==> config.mk <==
export PLATFORM = sky130hd
export DESIGN_NAME = cnt_bank_seq
export DESIGN_NICKNAME = d
export VERILOG_FILES = /design/src/rtl/cnt_bank_seq.sv
export SDC_FILE = /design/constraint.sdc
export NUM_CORES = 1
export LEC_CHECK = 0
export BUFFER_PORTS_ARGS = -buffer_cell sky130_fd_sc_hd__buf_2
export CORE_UTILIZATION = 40
export DETAILED_ROUTE_END_ITERATION = 16
export GPL_ROUTABILITY_DRIVEN = 0
export PLACE_DENSITY = 0.71
export SYNTH_ARGS = -nofsm -noshare
export SYNTH_HDL_FRONTEND = slang
export SYNTH_SLANG_ARGS = --single-unit
export TNS_END_PERCENT = 20
==> constraint.sdc <==
create_clock -name clock -period 7.33 [get_ports clock]
set_input_delay 0.733 -clock clock [delete_from_list [all_inputs] [get_ports clock]]
set_output_delay 0.733 -clock clock [all_outputs]
set_load 0.03 [all_outputs]
==> src/rtl/cnt_bank_seq.sv <==
// Sequencer for a bank of enable-gated terminal-count counters: runs the masked
// counters in parallel or one at a time, with clear gaps, timeout and abort.
//
// state     | meaning
// ----------+-------------------------------------------------------------
// S_IDLE    | waiting for start; results of the last run held
// S_CLEAR   | cen low for CLR_CYC cycles so the bank clears before running
// S_RUN_PAR | all masked counters enabled, collecting tc flags
// S_RUN_SEQ | counter cur_idx enabled alone until its tc
// S_GAP     | cen low for CLR_CYC cycles between sequential counters
// S_FINISH  | one-cycle done pulse, cen low
module cnt_bank_seq #(
   parameter int NUM_CNT = 32,
   parameter int IDX_W   = 5,
   parameter int TO_W    = 20,
   parameter int CLR_CYC = 4
) (
   input  logic               clock,
   input  logic               reset_n,
   input  logic               start,
   input  logic               abort,
   input  logic               mode,
   input  logic [NUM_CNT-1:0] mask,
   input  logic [TO_W-1:0]    timeout,
   input  logic [NUM_CNT-1:0] tc,
   output logic [NUM_CNT-1:0] cen,
   output logic               busy,
   output logic               done,
   output logic               err,
   output logic [NUM_CNT-1:0] done_mask,
   output logic [IDX_W-1:0]   cur_idx
);

   localparam int CLR_W = $clog2(CLR_CYC) + 1;
   localparam logic [CLR_W-1:0] CLR_LOAD = CLR_W'(CLR_CYC - 1);

   typedef enum logic [2:0] {
      S_IDLE, S_CLEAR, S_RUN_PAR, S_RUN_SEQ, S_GAP, S_FINISH
   } state_t;

   state_t             state_q, state_d;
   logic [CLR_W-1:0]   clr_cnt_q, clr_cnt_d;
   logic [TO_W-1:0]    to_cnt_q, to_cnt_d;
   logic [NUM_CNT-1:0] cen_q, cen_d;
   logic               busy_q, busy_d;
   logic               done_q, done_d;
   logic               err_q, err_d;
   logic [NUM_CNT-1:0] done_mask_q, done_mask_d;
   logic [IDX_W-1:0]   cur_idx_q, cur_idx_d;
   logic [NUM_CNT-1:0] mask_l;
   logic               mode_l;
   logic [TO_W-1:0]    to_l;
   logic               lat;
   logic [NUM_CNT-1:0] pending;
   logic [NUM_CNT-1:0] par_dm;
   logic [IDX_W-1:0]   next_idx;
   logic               to_hit;
   logic [TO_W-1:0]    to_inc;

   function automatic logic [IDX_W-1:0] lowest_idx(input logic [NUM_CNT-1:0] v);
      lowest_idx = '0;
      for (int i = NUM_CNT - 1; i >= 0; i--) begin
         if (v[i]) lowest_idx = IDX_W'(i);
      end
   endfunction

   assign pending  = mask_l & ~done_mask_q;
   assign next_idx = lowest_idx(pending);
   assign par_dm   = done_mask_q | (tc & mask_l);
   assign to_hit   = (to_l != '0) && (to_cnt_q == to_l - TO_W'(1));
   // Saturate so an unlimited run never wraps back through a small count.
   assign to_inc   = (&to_cnt_q) ? to_cnt_q : to_cnt_q + TO_W'(1);

   always_comb begin
      state_d     = state_q;
      clr_cnt_d   = clr_cnt_q;
      to_cnt_d    = to_cnt_q;
      cen_d       = '0;
      err_d       = err_q;
      done_mask_d = done_mask_q;
      cur_idx_d   = cur_idx_q;
      lat         = 1'b0;
      case (state_q)
         S_IDLE: begin
            if (start) begin
               lat         = 1'b1;
               done_mask_d = '0;
               err_d       = 1'b0;
               cur_idx_d   = '0;
               clr_cnt_d   = CLR_LOAD;
               state_d     = S_CLEAR;
            end
         end
         S_CLEAR: begin
            if (abort) begin
               err_d   = 1'b1;
               state_d = S_FINISH;
            end else if (mask_l == '0) begin
               state_d = S_FINISH;
            end else if (clr_cnt_q == '0) begin
               to_cnt_d = '0;
               if (mode_l) begin
                  state_d   = S_RUN_SEQ;
                  cur_idx_d = next_idx;
                  cen_d     = NUM_CNT'(1) << next_idx;
               end else begin
                  state_d = S_RUN_PAR;
                  cen_d   = mask_l;
               end
            end else begin
               clr_cnt_d = clr_cnt_q - CLR_W'(1);
            end
         end
         S_RUN_PAR: begin
            done_mask_d = par_dm;
            to_cnt_d    = to_inc;
            cen_d       = mask_l;
            if (abort) begin
               err_d   = 1'b1;
               state_d = S_FINISH;
               cen_d   = '0;
            end else if (par_dm == mask_l) begin
               state_d = S_FINISH;
               cen_d   = '0;
            end else if (to_hit) begin
               err_d   = 1'b1;
               state_d = S_FINISH;
               cen_d   = '0;
            end
         end
         S_RUN_SEQ: begin
            to_cnt_d = to_inc;
            cen_d    = NUM_CNT'(1) << cur_idx_q;
            if (abort) begin
               err_d   = 1'b1;
               state_d = S_FINISH;
               cen_d   = '0;
            end else if (tc[cur_idx_q]) begin
               done_mask_d[cur_idx_q] = 1'b1;
               clr_cnt_d = CLR_LOAD;
               state_d   = S_GAP;
               cen_d     = '0;
            end else if (to_hit) begin
               err_d   = 1'b1;
               state_d = S_FINISH;
               cen_d   = '0;
            end
         end
         S_GAP: begin
            if (abort) begin
               err_d   = 1'b1;
               state_d = S_FINISH;
            end else if (clr_cnt_q == '0) begin
               if (pending == '0) begin
                  state_d = S_FINISH;
               end else begin
                  to_cnt_d  = '0;
                  state_d   = S_RUN_SEQ;
                  cur_idx_d = next_idx;
                  cen_d     = NUM_CNT'(1) << next_idx;
               end
            end else begin
               clr_cnt_d = clr_cnt_q - CLR_W'(1);
            end
         end
         S_FINISH: state_d = S_IDLE;
         default:  state_d = S_IDLE;
      endcase
      busy_d = (state_d != S_IDLE);
      done_d = (state_d == S_FINISH);
   end

   always_ff @(posedge clock or negedge reset_n) begin
      if (!reset_n) begin
         state_q     <= S_IDLE;
         clr_cnt_q   <= '0;
         to_cnt_q    <= '0;
         cen_q       <= '0;
         busy_q      <= 1'b0;
         done_q      <= 1'b0;
         err_q       <= 1'b0;
         done_mask_q <= '0;
         cur_idx_q   <= '0;
         mask_l      <= '0;
         mode_l      <= 1'b0;
         to_l        <= '0;
      end else begin
         state_q     <= state_d;
         clr_cnt_q   <= clr_cnt_d;
         to_cnt_q    <= to_cnt_d;
         cen_q       <= cen_d;
         busy_q      <= busy_d;
         done_q      <= done_d;
         err_q       <= err_d;
         done_mask_q <= done_mask_d;
         cur_idx_q   <= cur_idx_d;
         if (lat) begin
            mask_l <= mask;
            mode_l <= mode;
            to_l   <= timeout;
         end
      end
   end

   assign cen       = cen_q;
   assign busy      = busy_q;
   assign done      = done_q;
   assign err       = err_q;
   assign done_mask = done_mask_q;
   assign cur_idx   = cur_idx_q;

endmodule
# After elaboration in Yosys (flattened, before gate mapping)
# Cells that the tools add are included.
dict set report totals {
  reg_bits 151
  input_bits 89
  output_inout_bits 72
  wordCells 169
}
dict set report op_classes {
  add_sub_neg 3
  n_lt_le_gt_ge 2
  eq_ne 21
  shifts 2
  n_mux 103
  bitwise 5
  n_reduce_logical 21
}
# cell n
set op_table {}
lappend op_table {{32-bit 2-to-1 mux} 16}
lappend op_table {{5-bit 2-to-1 mux} 40}
lappend op_table {{20-bit 2-to-1 mux} 7}
lappend op_table {{32-bit case mux with 4 select lines} 1}
lappend op_table {{32-bit case mux with 3 select lines} 1}
lappend op_table {{32-bit bitwise AND} 2}
lappend op_table {{32-bit zero test} 2}
lappend op_table {{32-bit bitwise OR} 2}
lappend op_table {{1-bit by 5-bit << shifter with 32-bit output, first input constant} 2}
lappend op_table {{20-bit case mux with 3 select lines} 1}
lappend op_table {{3-bit 2-to-1 mux} 19}
lappend op_table {{32-bit equality test} 1}
lappend op_table {{32-bit inverter} 1}
lappend op_table {{2-bit inequality test, second input constant} 11}
lappend op_table {{20-bit by 1-bit adder with 20-bit output, second input constant} 1}
lappend op_table {{20-bit equality test} 1}
lappend op_table {{20-bit AND reduction} 1}
lappend op_table {{20-bit nonzero test} 1}
lappend op_table {{20-bit by 1-bit subtractor with 20-bit output, second input constant} 1}
lappend op_table {{3-bit case mux with 5 select lines} 1}
lappend op_table {{5-bit case mux with 3 select lines} 1}
lappend op_table {{1-bit 2-to-1 mux} 12}
lappend op_table {{3-bit case mux with 4 select lines} 1}
lappend op_table {{3-bit nonzero test} 4}
lappend op_table {{other kinds (20)} 27}

# Longest topological paths before layout
dict set report depth {
  ltp_word 40
  depth_mapped 13
  ltp_nobuf 11
}

# Worst setup path after synthesis
# No wires, ideal clock.
dict set report synth_path {
  path_type {register -> register}
  start {reg cur_idx_q[0] (netlist: cur_idx[0])}
  end {reg done_mask_q[12] (netlist: done_mask[12])}
  setup_time_ps 122
  t_arrival_ps 3125
  required_ps 7208
  setup_slack_ps 4083
  stages_incl_launch_ff 14
  n_path_buf 4
  synth_period_minus_slack_ps 3247
  cell_sequence {dfrtp_1 > clkbuf_1 > buf_2 > mux2_2 > a22o_1 > nor4_1 > a21o_1 > o21ai_1 > a21oi_1 > or2_1 > clkbuf_1 > clkbuf_1 > nor2_1 > o22a_1}
}
dict set report synth_between {
  elab_chain_cells 8
}
# element line
set synth_lines {}
lappend synth_lines {{start, declared} 49} ;# logic [IDX_W-1:0] cur_idx_q, cur_idx_d;
lappend synth_lines {{start signal, assigned} 196} ;# cur_idx_q <= cur_idx_d;
lappend synth_lines {{5-bit by 6-bit less-than comparator with 1-bit output (not written as such) / 5-bit by 1-bit greater-or-equal comparator with 1-bit output (equally long branches)} 139} ;# done_mask_d[cur_idx_q] = 1'b1;
lappend synth_lines {{1-bit logical AND (not written as such)} 139}
lappend synth_lines {{1-bit 2-to-1 mux (not written as such)} 139}
lappend synth_lines {{1-bit demux with 5-bit select} 139}
lappend synth_lines {{32-bit bitwise OR (no source line)} n/a}
lappend synth_lines {{32-bit 2-to-1 mux} 138} ;# end else if (tc[cur_idx_q]) begin
lappend synth_lines {{32-bit 2-to-1 mux} 134} ;# if (abort) begin
lappend synth_lines {{32-bit case mux with 3 select lines} 83} ;# case (state_q)
lappend synth_lines {{end signal, assigned} 195} ;# done_mask_q <= done_mask_d;
lappend synth_lines {{end, declared} 48} ;# logic [NUM_CNT-1:0] done_mask_q, done_mask_d;
# Parallel ways exist; a longest one is shown, timed or not. The select of a mux whose other input is x is not followed.
# A chain may end at the register's enable or synchronous reset.

# Worst setup path in the final report
dict set report layout_path {
  start {reg mask_l[8]}
  end {reg to_cnt_q[7]}
}
dict set report layout_between {
  elab_chain_cells 4
}
# element line
set layout_lines {}
lappend layout_lines {{start, declared} 50} ;# logic [NUM_CNT-1:0] mask_l;
lappend layout_lines {{start signal, assigned} 198} ;# mask_l <= mask;
lappend layout_lines {{32-bit bitwise AND} 67} ;# assign pending = mask_l & ~done_mask_q;
lappend layout_lines {{32-bit zero test} 154} ;# if (pending == '0) begin
lappend layout_lines {{2-bit inequality test (no source line)} n/a}
lappend layout_lines {{8-bit AND reduction (no source line) *} n/a}
lappend layout_lines {{end signal, assigned} 190} ;# to_cnt_q <= to_cnt_d;
lappend layout_lines {{end, declared} 43} ;# logic [TO_W-1:0] to_cnt_q, to_cnt_d;
# Mark *: on every way between the ends. The rest lies on a longest branch, timed or not.

==> results.py <==
metrics = {
    "status": {
        "run_status": "finished clean",
    },
    "routing": {
        "routed_wire_length_per_instance_um": 21.3,
        "drtIter0Drc": 1385,
        "antenna_violating_nets_post_route": 0,
        "post-route-drc-count": 0,
        "wl_mm": 33.7,
        "total_number_of_vias": 9876,
        "firstDrtPassIters": 8,
        "route.detailed.vias_per_inst": 6.26,
    },
    "run": {
        "max_cap_viol_count": 0,
    },
    "global_routing": {
        "groute.usage.overall_pct": 27.9,
        "grt_first_pass_wirelength_mm": 52.2,
        "first_global_vias": 9456,
        "grt_start_max_net_pins": 77,
        "grt_overflow_total": 0,
        "antenna_violations_before_repair": 0,
    },
    "clock_tree": {
        "clock_net_sink_count": 151,
        "cts_hold_repair.buffers": 0,
        "insertion_delay_ns": 0.44,
        "numCtsBuffers": 17,
        "cts_post_setup_buffers_inserted": 0,
        "cts.path.max_buffers": 2,
        "clock_transition_at_path_regs_ns": 0.08,
        "clockRootBuffer": "clkbuf_16",
        "post_cts_resize_count": 0,
        "clock_tree.htree_level_count": 4,
        "clock_tree_from_tritoncts": "done",
    },
    "power": {
        "cellLeakagePower_nw": 4.90,
        "p_clk_share_pct": 19.5,
        "worst_ir_drop_vdd_mv": 0.242,
        "power.share.combinational_pct": 43.9,
        "power.switching_fraction_pct": 48.7,
        "share_seq_of_total_power_pct": 36.6,
        "power.density_nw_per_um2": 415,
        "int_power_mw": 2.40,
        "switching_power_mw": 2.28,
    },
    "sta": {
        "share_of_the_clock_period_used_by_the_worst_path_after_layout_pct": 55.3,
        "fin_worst_skew_ns": 0.0160,
        "fin_tns_setup_ns": 0,
        "final_period_minus_worst_setup_slack_ns": 4.06,
        "setup_viol": 0,
        "rsz_0062_raised_after_global_routing": "no",
        "max_freq_mhz": 246,
        "total_count_of_max_transition_violations_in_the_final_report": 0,
        "worst-slew-pin-transition_ns": 1.22,
        "worst_slew_margin_rel_pct": 18.4,
        "final_setup_margin_ns": 3.27,
        "hold_viol": 0,
    },
    "die": {
        "rows": 56,
        "num_io_pins": 161,
        "die_area_um2": 24600,
        "dieHeight_um": 157,
        "core_um2": 23500,
        "die_w_um": 157,
        "initial_utilization_pct": 40.8,
    },
    "cells_and_area": {
        "footprint_of_the_multi_input_gates_um2": 5450,
        "num-nets-final": 1338,
        "post-route-cell-area_um2": 11300,
        "layout-drive-gt1-share_pct": 21.8,
        "register_area_um2": 3780,
        "fillCellCount": 2266,
        "layout.core_utilization_pct": 48.0,
        "antenna_cells": 0,
        "area_grow_syn2layout_pct": 17.5,
    },
    "yosys": {
        "synth.lib_cells_used.distinct": 75,
        "synth-seq-area-share_pct": 39.3,
        "syn-num-nets": 1204,
        "syn_area_um2": 9610,
        "postSynth.asyncResetShare_pct": 100,
        "post_synth_inst_count": 1111,
        "post_synth.cell_area_avg_um2": 8.65,
        "yosysWarnings": 0,
        "yosys_most_used_dff": "dfrtp_1",
        "synth_seq_cells": 151,
        "count_of_flip_flops_with_a_built_in_enable_after_synthesis": 0,
        "synth_largest_area_cell": "dfrtp_1",
        "synth_largest_type_area_fraction_pct": 39.3,
        "synth.area.top_cells": "dfrtp_1 (39%), mux2_2 (6.8%), nor2_1 (4.5%)",
    },
    "placement": {
        "place.port_buffers": 160,
        "dpl.hpwl_mm": 24.5,
        "dpl_cell_area_um2": 10700,
        "pre_cts_setup_slack_ns": 3.36,
    },
    "critical_path": {
        "timing_worst_setup_path_type": "flop to flop",
        "cp_data_arrival_time_ns": 4.39,
        "setup.worst_path.start_class": "flop",
        "worst-path-max-fanout": 19,
        "cp-end-kind": "flop",
        "worst_path_required_time_ns": 7.66,
    },
    "worst_hold_path": {
        "min_path_type": "input port to async pin",
    },
}
## layout make-up
cell class | instances | area share (%)
sequential | 151 | 33.5
multi-input combinational | 856 | 48.3
timing repair buffer | 168 | 7.68
clock buffer | 17 | 3.77
tap | 319 | 3.54
inverter | 51 | 1.70
clock inverter | 15 | 1.60
## placed cells by master, fill, tap and decap left out, types with 23 or more instances in the layout
| master | Yosys | final |
|---|---|---|
| buf_2 | 6 | 159 |
| dfrtp_1 | 151 | 151 |
| nor2_1 | 115 | 115 |
| nand2_1 | 100 | 100 |
| a21oi_1 | 77 | 77 |
| o21ai_0 | 61 | 61 |
| mux2_2 | 58 | 58 |
| inv_1 | 51 | 51 |
| nand2b_1 | 38 | 38 |
| nand3_1 | 34 | 34 |
| o22ai_1 | 31 | 31 |
| nor3_1 | 29 | 28 |
| nor4_1 | 27 | 27 |
| nor2b_1 | 23 | 23 |
## cell families (layout without fill, tap and decap cells)
| group | Yosys count | in the layout | share of synthesized area, % |
|---|---|---|---|
| and+or+nand+nor | 441 | 441 | 23.1 |
| AOI/OAI and AO/OA | 307 | 307 | 21.4 |
| DFF | 151 | 151 | 39.3 |
| buffers and inverters | 104 | 251 | 4.14 |
| muxes | 67 | 67 | 7.75 |
| xor gates and xnor gates | 37 | 37 | 3.66 |
| adders and majority gates | 4 | 4 | 0.521 |
## layer usage
layer / global-route usage, % / part of all wire [%]
met4: 12.9 / 4.5
met5: 0 / 0
met1: 37.2 / 40
met3: 8.76 / 13
met2: 41.2 / 42
## path summary, 6_finish.rpt
| check | to | cells past startpoint | slack (ns) | startpoint |
|---|---|---|---|---|
| max in group asynchronous | done_mask[23]$_DFFE_PN0P_ | 2 | 5.52 | reset_n |
| min in group clock | to_l[5]$_DFFE_PN0P_ | 3 | 0.50 | timeout[5] |
| min reg2reg | err$_DFFE_PN0P_ | 2 | 0.53 | err$_DFFE_PN0P_ |
| max | to_cnt_q[7]$_DFFE_PN0P_ | 10 | 3.27 | mask_l[8]$_DFFE_PN0P_ |
| min | to_l[5]$_DFFE_PN0P_ | 1 | 0.31 | reset_n |
| max reg2reg | to_cnt_q[7]$_DFFE_PN0P_ | 10 | 3.27 | mask_l[8]$_DFFE_PN0P_ |
## metrics by stage
stage | power (mW) | hold slack [ns] | instances
floorplan | 2.96 | 0.437 | 1111
global placement | 3.62 | 0.517 | 1545
detailed placement | 3.66 | 0.530 | 1545
CTS | 4.60 | 0.344 | 1577
global route | 4.91 | 0.352 | 1577
finish | 4.68 | 0.305 | 1577
## worst max-delay path: stages (launching register included)
cell and delay (ns):
dfrtp_1 0.48, nor2b_1 0.19, or4_1 0.54, nor4_1 0.60, a21o_1 0.56, a21oi_1 0.14
buf_4 0.22, o21ai_1 0.68, nor2_1 0.17, nor4b_1 0.19, a21o_1 0.17
## flip-flops by register name, indices dropped and copies added (netlist names)
signal / flops
to_l: 20
mask_l: 32
busy: 1
mode_l: 1
done: 1
done_mask: 32
cen: 32
cur_idx: 5
state_q: 3
to_cnt_q: 20
err: 1
clr_cnt_q: 3
## synthesized netlist by cell type (5+ instances only)
cell type	instances
o22ai_1	31
nand4_1	15
nor2_1	115
a2bb2oi_1	15
clkbuf_1	45
a221o_1	10
a21o_1	7
nand2b_1	38
buf_2	6
nor4_1	27
and3_1	16
inv_1	51
nor2b_1	23
o31ai_1	7
o311ai_1	10
o22a_1	19
o211ai_1	11
o21ai_0	61
nor3_1	29
mux2i_1	8
nor3b_1	5
nand3b_1	5
xnor2_1	19
a31oi_1	6
xor2_1	16
or3_1	5
a21oi_1	77
nand3_1	34
mux2_2	58
dfrtp_1	151
o21ai_1	7
nand2_1	100
## power groups by stage
stage / Sequential [mW] / Combinational [mW] / Clock [mW]
3_3_place_gp: 1.66 / 1.96 / 0
3_5_place_dp: 1.67 / 1.99 / 0
2_1_floorplan: 1.56 / 1.40 / 0
6_report: 1.71 / 2.06 / 0.912
4_1_cts: 1.66 / 2.01 / 0.925
5_1_grt: 1.74 / 2.21 / 0.966
Note: power is estimated with default switching activity, not from simulation.
